**src/rtl/romulus_tk_pkg.sv**
```systemverilog
// Shared tweakey-schedule definitions: FSM states, PT cell indices and the row LFSRs.
// Every function here is pure combinational byte logic.
package romulus_tk_pkg;

  typedef enum logic [1:0] {
    ST_IDLE = 2'd0,
    ST_FWD  = 2'd1,
    ST_HOLD = 2'd2,
    ST_REV  = 2'd3
  } tk_state_e;

  localparam int ROUNDS_DEF = 40;

  // Source cell (in rows 2-3) of each new row-0/1 cell after the PT permutation.
  localparam int PT_C0 = 9;
  localparam int PT_C1 = 15;
  localparam int PT_C2 = 8;
  localparam int PT_C3 = 13;
  localparam int PT_C4 = 10;
  localparam int PT_C5 = 14;
  localparam int PT_C6 = 12;
  localparam int PT_C7 = 11;

  function automatic int pt_src(input int i);
    case (i)
      0:       return PT_C0;
      1:       return PT_C1;
      2:       return PT_C2;
      3:       return PT_C3;
      4:       return PT_C4;
      5:       return PT_C5;
      6:       return PT_C6;
      default: return PT_C7;
    endcase
  endfunction

  function automatic logic [7:0] lfsr2(input logic [7:0] x);
    return {x[6:0], x[7] ^ x[5]};
  endfunction

  function automatic logic [7:0] lfsr3(input logic [7:0] x);
    return {x[0] ^ x[6], x[7:1]};
  endfunction

  function automatic logic [7:0] lfsr2_inv(input logic [7:0] y);
    return {y[0] ^ y[6], y[7:1]};
  endfunction

  function automatic logic [7:0] lfsr3_inv(input logic [7:0] y);
    return {y[6:0], y[7] ^ y[5]};
  endfunction

  // Mode 0 (TK1) passes cells through untouched.
  function automatic logic [7:0] lfsr_fwd(input int mode, input logic [7:0] x);
    case (mode)
      2:       return lfsr2(x);
      3:       return lfsr3(x);
      default: return x;
    endcase
  endfunction

  function automatic logic [7:0] lfsr_inv(input int mode, input logic [7:0] y);
    case (mode)
      2:       return lfsr2_inv(y);
      3:       return lfsr3_inv(y);
      default: return y;
    endcase
  endfunction

endpackage

```
**src/rtl/tk_half_perm.sv**
```systemverilog
// Forward (PT + row LFSR) and inverse tweakey round update of one 128-bit lane.
// Purely combinational; zero latency.
module tk_half_perm
  import romulus_tk_pkg::*;
#(
  parameter int LFSR_MODE = 0
) (
  input  logic [63:0] tkz_hi_i,
  input  logic [63:0] tkz_lo_i,
  output logic [63:0] fwd_hi_o,
  output logic [63:0] fwd_lo_o,
  output logic [63:0] inv_hi_o,
  output logic [63:0] inv_lo_o
);

  // Rows 0-1 shift down unchanged; only the permuted rows pass through the LFSR.
  assign fwd_lo_o = tkz_hi_i;
  assign inv_hi_o = tkz_lo_i;

  for (genvar i = 0; i < 8; i++) begin : g_cell
    localparam int SRC = pt_src(i) - 8;

    assign fwd_hi_o[8*i +: 8]   = lfsr_fwd(LFSR_MODE, tkz_lo_i[8*SRC +: 8]);
    assign inv_lo_o[8*SRC +: 8] = lfsr_inv(LFSR_MODE, tkz_hi_i[8*i +: 8]);
  end

endmodule

```
**src/rtl/tkz_schedule_32b.sv**
```systemverilog
// Tweakey-schedule stage: combinational forward/inverse lane update plus the round
// sequencer that strobes enc for ROUNDS updates, holds, then strobes se to restore.
module tkz_schedule_32b
  import romulus_tk_pkg::*;
#(
  parameter int ROUNDS    = ROUNDS_DEF,
  parameter int CYC       = 4,
  parameter int LFSR_MODE = 0
) (
  input  logic        clk_i,
  input  logic        rst_ni,
  input  logic        start_i,
  input  logic        revert_i,
  input  logic [63:0] tkz_hi_i,
  input  logic [63:0] tkz_lo_i,
  output logic [63:0] skinny_tkz_hi_o,
  output logic [63:0] skinny_tkz_lo_o,
  output logic [63:0] skinny_tkz_revert_hi_o,
  output logic [63:0] skinny_tkz_revert_lo_o,
  output logic        enc_o,
  output logic        se_o,
  output logic [5:0]  round_o,
  output logic        busy_o,
  output logic        fwd_done_o,
  output logic        done_o
);

  localparam int             CW       = $clog2(CYC);
  localparam logic [CW-1:0]  CYC_LAST = CW'(CYC - 1);
  localparam logic [CW-1:0]  CYC_PRE  = CW'(CYC - 2);
  localparam logic [5:0]     RND_LAST = 6'(ROUNDS - 1);

  tk_half_perm #(
    .LFSR_MODE (LFSR_MODE)
  ) u_perm (
    .tkz_hi_i (tkz_hi_i),
    .tkz_lo_i (tkz_lo_i),
    .fwd_hi_o (skinny_tkz_hi_o),
    .fwd_lo_o (skinny_tkz_lo_o),
    .inv_hi_o (skinny_tkz_revert_hi_o),
    .inv_lo_o (skinny_tkz_revert_lo_o)
  );

  tk_state_e      state_q;
  logic [CW-1:0]  cyc_q;
  logic [CW-1:0]  cyc_d;
  logic [5:0]     round_q;
  logic           enc_q;
  logic           se_q;
  logic           fwd_done_q;
  logic           done_q;

  assign cyc_d = (cyc_q == CYC_LAST) ? '0 : cyc_q + 1'b1;

  // Strobes are registered one cycle ahead so they line up with cyc == CYC-1.
  always_ff @(posedge clk_i or negedge rst_ni) begin
    if (!rst_ni) begin
      state_q    <= ST_IDLE;
      cyc_q      <= '0;
      round_q    <= '0;
      enc_q      <= 1'b0;
      se_q       <= 1'b0;
      fwd_done_q <= 1'b0;
      done_q     <= 1'b0;
    end else begin
      enc_q      <= 1'b0;
      se_q       <= 1'b0;
      fwd_done_q <= 1'b0;
      done_q     <= 1'b0;
      case (state_q)
        ST_IDLE: begin
          if (start_i) begin
            state_q <= ST_FWD;
            cyc_q   <= '0;
            round_q <= '0;
          end
        end
        ST_FWD: begin
          cyc_q <= cyc_d;
          enc_q <= (cyc_q == CYC_PRE);
          if (cyc_q == CYC_LAST) begin
            round_q <= round_q + 6'd1;
            if (round_q == RND_LAST) begin
              state_q    <= ST_HOLD;
              fwd_done_q <= 1'b1;
            end
          end
        end
        ST_HOLD: begin
          if (revert_i) begin
            state_q <= ST_REV;
            cyc_q   <= '0;
          end
        end
        ST_REV: begin
          cyc_q <= cyc_d;
          se_q  <= (cyc_q == CYC_PRE);
          if (cyc_q == CYC_LAST) begin
            round_q <= round_q - 6'd1;
            if (round_q == 6'd1) begin
              state_q <= ST_IDLE;
              done_q  <= 1'b1;
            end
          end
        end
        default: state_q <= ST_IDLE;
      endcase
    end
  end

  assign enc_o      = enc_q;
  assign se_o       = se_q;
  assign round_o    = round_q;
  assign busy_o     = (state_q == ST_FWD) || (state_q == ST_REV);
  assign fwd_done_o = fwd_done_q;
  assign done_o     = done_q;

endmodule

```
**config.mk**
```make
export PLATFORM = sky130hd
export DESIGN_NAME = tkz_schedule_32b
export DESIGN_NICKNAME = d
export VERILOG_FILES = /design/src/rtl/romulus_tk_pkg.sv /design/src/rtl/tk_half_perm.sv /design/src/rtl/tkz_schedule_32b.sv
export SDC_FILE = /design/constraint.sdc
export NUM_CORES = 1
export LEC_CHECK = 0
export ABC_AREA = 1
export BUFFER_PORTS_ARGS = -buffer_cell sky130_fd_sc_hd__buf_2
export CAP_MARGIN = 20
export CORE_AREA = 2 2 156 158
export DETAILED_ROUTE_END_ITERATION = 8
export DIE_AREA = 0 0 158 160
export HOLD_SLACK_MARGIN = 0.05
export PLACE_DENSITY_LB_ADDON = 0.3
export RECOVER_POWER = 50
export SYNTH_ARGS = -nofsm -noshare
export SYNTH_HDL_FRONTEND = slang
export SYNTH_SLANG_ARGS = --single-unit
```
**constraint.sdc**
```tcl
create_clock -name clk_i -period 1.8 [get_ports clk_i]
set_input_delay 0 -clock clk_i [delete_from_list [all_inputs] [get_ports clk_i]]
set_output_delay 0 -clock clk_i [all_outputs]
set_load 0.01 [all_outputs]
```
==> impl_metrics.csv, run 1 <==
group,metric,value,unit
run_status,outcome,"aborted with a tool error",
run_status,haltStage,"4_1_cts",
run_status,firstError,"[ERROR RSZ-0060] Max buffer count reached.",
cts,cts-root-buf,"clkbuf_16",
synth,syn_inst,384,
synth,syn_nets,527,
synth,synth_top_area_cell,"buf_4",
floorplan,num_rows,57,
synth,syn_area_per_cell,7.523,µm²
placement,io_buffers,14,
floorplan,dieHeight,160,µm
synth,synth_area_leaders,"buf_4, dfrtp_1, ha_1",
floorplan,fp.dieW,158,µm
synth,synth_cell_types,19,
synth,synth_top_area_share,66.52,%
cts,cts_buffer_depth,2,
cts,postCtsSetupBuffers,0,
synth,ys_seq_area_share,12.13,%
floorplan,start_util,12.13,%
cts,cts.sinks,14,
floorplan,ios,399,
cts,postCtsHoldBufs,101,
synth,yosys_warnings,0,
cts,cts_buffers,3,
cts,htree_levels,1,
synth,synth_area,0.002889,mm²
placement,dpl.hpwl,4830,µm
placement,place.gp.congestion,0.7050,
synth,ys_ff_latch,14,
cts,cts_resized,0,
synth_stat cells:
cell type,n
buf_4,256
nand2_1,33
inv_1,19
dfrtp_1,14
nand3_1,14
ha_1,11
o21ai_0,9
nor2_1,8
buf_6,3
nor3_1,3
o21ai_1,3
inv_2,2
nand4_1,2
nor2_2,2
a21oi_1,1
a21oi_4,1
a31oi_1,1
nand3b_1,1
o211ai_1,1
kinds of logic after synthesis:
kind of cell / Yosys count / synth area share (%)
buffers and inverters: 280 / 70.42
adders and majority gates: 11 / 4.764
DFF: 14 / 12.13
and+or+nand+nor: 63 / 9.398
AOI/OAI and AO/OA: 16 / 3.291
metrics by stage:
| stage | hold WS (ps) | std cells | utilization [%] | cell area (µm²) | setup slack [ps] |
|---|---|---|---|---|---|
| floorplan | -295.6 | 384 | - | 2889 | 368.6 |
| global placement | -70.95 | 468 | 6.072 | 1446 | 255.8 |
| detailed placement | -72.13 | 468 | 6.072 | 1446 | 244.4 |
==> run 2: changes to the inputs <==
--- a/config.mk
+++ b/config.mk
@@ -8,11 +8,10 @@
 export ABC_AREA = 1
 export BUFFER_PORTS_ARGS = -buffer_cell sky130_fd_sc_hd__buf_2
 export CAP_MARGIN = 20
-export CORE_AREA = 2 2 156 158
+export CORE_AREA = 2 2 155 157
 export DETAILED_ROUTE_END_ITERATION = 8
-export DIE_AREA = 0 0 158 160
-export HOLD_SLACK_MARGIN = 0.05
-export PLACE_DENSITY_LB_ADDON = 0.3
+export DIE_AREA = 0 0 157 159
+export PLACE_DENSITY_LB_ADDON = 0.15
 export RECOVER_POWER = 50
 export SYNTH_ARGS = -nofsm -noshare
 export SYNTH_HDL_FRONTEND = slang
==> impl_metrics.csv, run 2 <==
group,metric,value,unit
layout,final_nets,295,
cts,cts.sinks,14,
timing,setup_viol,0,
drt,finalWirelength,4845,µm
timing,rsz0062_at_grt,"false",
timing,max-slew-margin-rel,73.75,%
critical_path,critPathMaxFanout,5,
layout,drive_above_1_share,19.33,%
global_routing,grt_max_degree,15,
layout,final_common_cell,"nand2_1",
timing,tightest_slew,393.8,ps
floorplan,dieHeight,159,µm
placement,io_buffers,14,
cts,cts_resized,0,
synth,synth_cell_types,19,
timing,setup_tns,0,ps
run,maxCapViolCount,0,
layout,postLayoutCoreUtil,6.641,%
min_path,min_from,"tkz_hi_i[49]",
floorplan,die_area,0.02496,mm²
cts,cts_buffers,3,
critical_path,rr_worst_depth,7,
drt,drtAntennaViolNets,0,
power,max-vdd-ir-drop,0.2119,mV
layout,largest_register_ffs,6,
drt,top_layer,"met4",
critical_path,worstReg2RegEnd,"state_q[1]",
cts,worstSkewPairLatency,240,ps
synth,ys_seq_area_share,12.13,%
timing,finalCritPeriodShare,84.94,%
drt,wire_per_inst,10.33,µm
timing,clock.fmax,0.6540,GHz
drt,vias,1038,
power,power_leakage,0.0006536,µW
cts,postCtsSetupBuffers,0,
cts,cts_tree,"yes",
layout,syn2layout_area_growth,-46.69,%
min_path,hold_depth,0,
layout,final_area,0.001540,mm²
floorplan,start_util,12.46,%
floorplan,core,0.02319,mm²
min_path,hold_path.class,"in2out",
power,p_per_area,1380,mW/mm²
critical_path,crit_path_end_kind,"flip-flop",
power,power.total,2125,µW
placement,dpl-instance-area,0.001455,mm²
global_routing,track_usage,3.687,%
floorplan,fp.dieW,157,µm
timing,period_minus_slack,1529,ps
placement,place.gp.congestion,0.6666,
drt,via_per_inst,2.213,
timing,slew_violations,0,
synth,synth_ff_type,"dfrtp_1",
synth,syn_nets,527,
floorplan,ios,399,
synth,ys_ff_latch,14,
synth,synth_top_area_share,66.52,%
critical_path,r2r-start,"state_q[0]",
synth,syn_inst,384,
synth,synth_area_leaders,"buf_4, dfrtp_1, ha_1",
critical_path,arrival,1650,ps
critical_path,critPathLaunchType,"flip-flop",
global_routing,antenna_found_initial,0,
synth,yosys_warnings,0,
critical_path,cp.required,1920,ps
synth,syn_area_per_cell,7.523,µm²
synth,synth_edf_count,0,
synth,synth_top_area_cell,"buf_4",
drt,wl_met3,665,µm
global_routing,grt.overflow.total,0,
cts,postCtsHoldBufs,1,
layout,mostFrequentLayoutCells,"nand2_1, inv_1, nand3_1, dfrtp_1, buf_2",
cts,path_clk_slew,50,ps
cts,cts_buffer_depth,2,
critical_path,worstSetupPathType,"reg2reg",
drt,drt-initial-drc-count,13,
cts,cts-root-buf,"clkbuf_16",
synth,synth_common_cells,"buf_4, nand2_1, inv_1, dfrtp_1, nand3_1",
timing,finalHoldViolCount,0,
placement,dpl.hpwl,3961,µm
cts,htree_levels,1,
synth,synth.most_common_cell,"buf_4",
global_routing,grt_pass1_wl,7044,µm
synth,synth_area,0.002889,mm²
drt,met2_length,1993,µm
synth,async_flop_share,100.0,%
drt,firstDrtPassIters,3,
layout,antenna_cells,0,
drt,drcViolationCount,0,
floorplan,num_rows,56,
drt,wl_met1,1777,µm
timing,skew,1.249,ps
critical_path,r2r_slack,270,ps
min_path,whs_endpoint,"skinny_tkz_revert_lo_o[33]",
global_routing,first_global_vias,1188,
run_status,outcome,"finished, final reports clean",
## run 2: final cells by class
class	count	area, µm²
multi-input combinational	90	504.2
timing repair buffer	22	132.6
tap	319	399.1
sequential	14	350.3
fill	2737	21650
clock buffer	3	75.07
inverter	21	78.83
## run 2: worst max path at each step
stage	from	endpoint	slack (ps)	cells past startpoint
final	state_q[0]	state_q[1]	270	7
after global routing	state_q[0]	state_q[0]	40	8
after CTS	state_q[1]	round_o[1]	240	8
after detailed placement	state_q[1]	round_o[1]	250	8
after global placement	state_q[1]	round_o[1]	200	8
after floorplan	state_q[1]	round_o[1]	370	8
## run 2: logic make-up after synthesis
logic type	share of synthesized area (%)
fa+ha+maj	4.764
simple gates	9.398
compound gates	3.291
flops	12.13
buf+inv	70.42
## run 2: power breakdown
part	switching, µW	internal (µW)
logic	710	431
registers	138	419
clock network	134	292
## run 2: routing by layer
metal  up-vias  GRT usage, %
met5         -             0
met4         0         3.503
met3        69         2.096
met2        92         5.203
met1       425         3.777
li1        452             -
## run 2: critical path: stages, from the launching register on
cell,delay (ps)
dfrtp_1,430
inv_1,150
ha_1,190
inv_1,40
o21ai_0,290
nor2_1,90
nand3_1,140
o21ai_0,90
## run 2: through the flow
stage	setup WS [ps]	hold slack [ps]	std cells
2_1_floorplan	368.6	-295.6	384
3_3_place_gp	204.0	-44.60	465
3_5_place_dp	251.3	-45.52	465
4_1_cts	241.3	0.1003	469
5_1_grt	40.68	0.02387	469
6_report	271.0	0.003972	469
Power figures use the tool's default switching activity.
==> run 3: changes to the inputs <==
--- a/config.mk
+++ b/config.mk
@@ -5,7 +5,7 @@
 export SDC_FILE = /design/constraint.sdc
 export NUM_CORES = 1
 export LEC_CHECK = 0
-export ABC_AREA = 1
+export ABC_AREA = 0
 export BUFFER_PORTS_ARGS = -buffer_cell sky130_fd_sc_hd__buf_2
 export CAP_MARGIN = 20
 export CORE_AREA = 2 2 155 157
==> constraint.sdc (replaced) <==
create_clock -name clk_i -period 1.4 [get_ports clk_i]
set_input_delay 0 -clock clk_i [delete_from_list [all_inputs] [get_ports clk_i]]
set_output_delay 0 -clock clk_i [all_outputs]
set_load 0.01 [all_outputs]
==> impl_metrics.csv, run 3 <==
group,metric,value,unit
run_status,outcome,"complete, but fails checks",
run_status,violations,"negative setup slack",
power,power_leakage,0.0008460,µW
placement,place.gp.congestion,0.6524,
cts,cts.sinks,14,
timing,finalHoldViolCount,0,
timing,period_minus_slack,1746,ps
cts,cts_buffer_depth,2,
synth,synth_ff_type,"dfrtp_1",
timing,finalCritPeriodShare,124.7,%
layout,drive_above_1_share,59.88,%
synth,synth_area,0.002859,mm²
layout,multi_input_area,656.9,µm²
critical_path,cp_num_buf_inv,1,
min_path,hold_path.class,"in2out",
critical_path,path_delay_family,"compound AO/OA/AOI/OAI gates",
critical_path,crit_path_end_kind,"flip-flop",
timing,setup_slack,-346.4,ps
synth,async_flop_share,100.0,%
synth,syn_area_per_cell,7.986,µm²
floorplan,fp.dieW,157,µm
placement,place_ws,-466.7,ps
timing,skew,1.284,ps
floorplan,die_area,0.02496,mm²
power,max-vdd-ir-drop,0.3749,mV
global_routing,first_global_vias,1271,
timing,setup_viol,10,
layout,final_common_cell,"buf_4",
critical_path,critPathMaxFanout,4,
synth,ys_ff_latch,14,
global_routing,track_usage,4.515,%
layout,nFillCells,2696,
run,maxCapViolCount,0,
min_path,whs_endpoint,"skinny_tkz_lo_o[44]",
critical_path,worstSetupPathType,"reg2reg",
layout,mostFrequentLayoutCells,"buf_4, buf_2, dfrtp_1, buf_6, inv_1",
drt,finalWirelength,5806,µm
critical_path,cp_slowest_stage_delay,440,ps
min_path,min_from,"tkz_hi_i[44]",
timing,setup_tns,-2345,ps
synth,syn_nets,501,
layout,syn2layout_area_growth,-29.23,%
cts,cts-root-buf,"clkbuf_16",
synth,synth_area_leaders,"buf_4, dfrtp_1, ha_1",
synth,syn_inst,358,
critical_path,worstReg2RegEnd,"state_q[1]",
drt,drt-initial-drc-count,17,
critical_path,critPathLaunchType,"flip-flop",
cts,path_clk_slew,50,ps
cts,cts_tree,"yes",
timing,slew_violations,0,
drt,wire_per_inst,12.07,µm
critical_path,worst-path-stages,6,
layout,antenna_cells,0,
drt,drcViolationCount,0,
global_routing,grt.overflow.total,0,
layout,postLayoutCoreUtil,8.724,%
power,p_per_area,512.0,mW/mm²
critical_path,crit_slowest_cell,"dfrtp_2",
drt,firstDrtPassIters,5,
timing,rsz0062_at_grt,"true",
min_path,hold_depth,0,
critical_path,rr_worst_depth,6,
cts,htree_levels,1,
cts,cts_buffers,3,
floorplan,core,0.02319,mm²
drt,drtAntennaViolNets,0,
synth,synth_edf_count,0,
placement,io_buffers,14,
timing,max-slew-margin-rel,76.16,%
timing,clock.fmax,0.5726,GHz
synth,synth_top_area_share,67.22,%
layout,final_nets,306,
critical_path,r2r-start,"state_q[1]",
global_routing,grt_max_degree,15,
timing,tightest_slew,357.6,ps
synth,synth_cell_types,32,
layout,ff_latch_area,352.8,µm²
floorplan,num_rows,56,
synth,ys_seq_area_share,12.25,%
layout,final_area,0.002023,mm²
global_routing,grt_pass1_wl,8404,µm
layout,largest_register_ffs,6,
critical_path,path_cells,"inv_4 > ha_2 > nor2b_4 > a21o_1 > a221o_2 > mux2_4",
floorplan,ios,399,
drt,vias,1135,
synth,synth_common_cells,"buf_4, dfrtp_1, ha_1, inv_1, nand2_1",
floorplan,dieHeight,159,µm
critical_path,r2r_slack,-350,ps
synth,synth_top_area_cell,"buf_4",
placement,dpl-instance-area,0.001672,mm²
global_routing,antenna_found_initial,0,
critical_path,cp.required,1530,ps
critical_path,arrival,1880,ps
drt,via_per_inst,2.360,
cts,worstSkewPairLatency,240,ps
placement,dpl.hpwl,4699,µm
timing,hold-worst-slack,0.003972,ps
synth,synth.most_common_cell,"buf_4",
synth,yosys_warnings,0,
floorplan,start_util,12.33,%
[run 3: metrics by stage]
stage | total power, µW | cells
6_report | 1036 | 481
5_1_grt | 1081 | 481
4_1_cts | 1058 | 478
3_5_place_dp | 427.1 | 466
3_3_place_gp | 427.7 | 466
2_1_floorplan | 1166 | 358
[run 3: cell families (layout without fill, tap and decap cells)]
kind of cell,Yosys count,count (layout),synth area share [%]
simple gates,41,41,7.352
flops,14,14,12.25
mux,3,3,1.225
fa+ha+maj,11,11,4.814
compound gates,18,18,4.858
buf+inv,271,75,69.50
[run 3: timing repair]
item | CTS | global route
buffers inserted | 8 | 3
pin swaps | 10 | 8
hold endpoints to repair | 14 | 0
hold buffers | 1 | 0
gates cloned | 0 | 0
endpoints found under the setup margin | 11 | 11
gates resized for setup | 26 | 18
[run 3: report_power, final]
group	total (µW)	switching [µW]	leakage (µW)	internal (µW)
Combinational	16.5	11.4	0.000628	5.06
Clock	614	180	0.0000442	434
Sequential	405	0	0.000173	405
[run 3: final cells by class]
cell class | instances | share of cell area [%]
Tap cell | 319 | 19.73
Inverter | 10 | 1.979
Multi-Input combinational cell | 73 | 32.47
Clock buffer | 4 | 4.391
Sequential cell | 14 | 17.44
Timing Repair Buffer | 61 | 24.00
[run 3: how the worst max path moves through the flow]
stage,start,end
finish,state_q[1],state_q[1]
global route,state_q[1],round_o[3]
CTS,state_q[1],round_o[5]
detailed placement,state_q[1],round_o[4]
global placement,state_q[0],round_o[3]
floorplan,state_q[1],round_o[4]
[run 3: metal layers]
| metal | global-route usage [%] | vias to the layer above | routed length (µm) |
|---|---|---|---|
| li1 | - | 477 | - |
| met4 | 3.461 | 0 | 393 |
| met1 | 4.074 | 491 | 1660 |
| met5 | 0 | - | 0 |
| met2 | 6.858 | 121 | 2712 |
| met3 | 3.348 | 46 | 1039 |
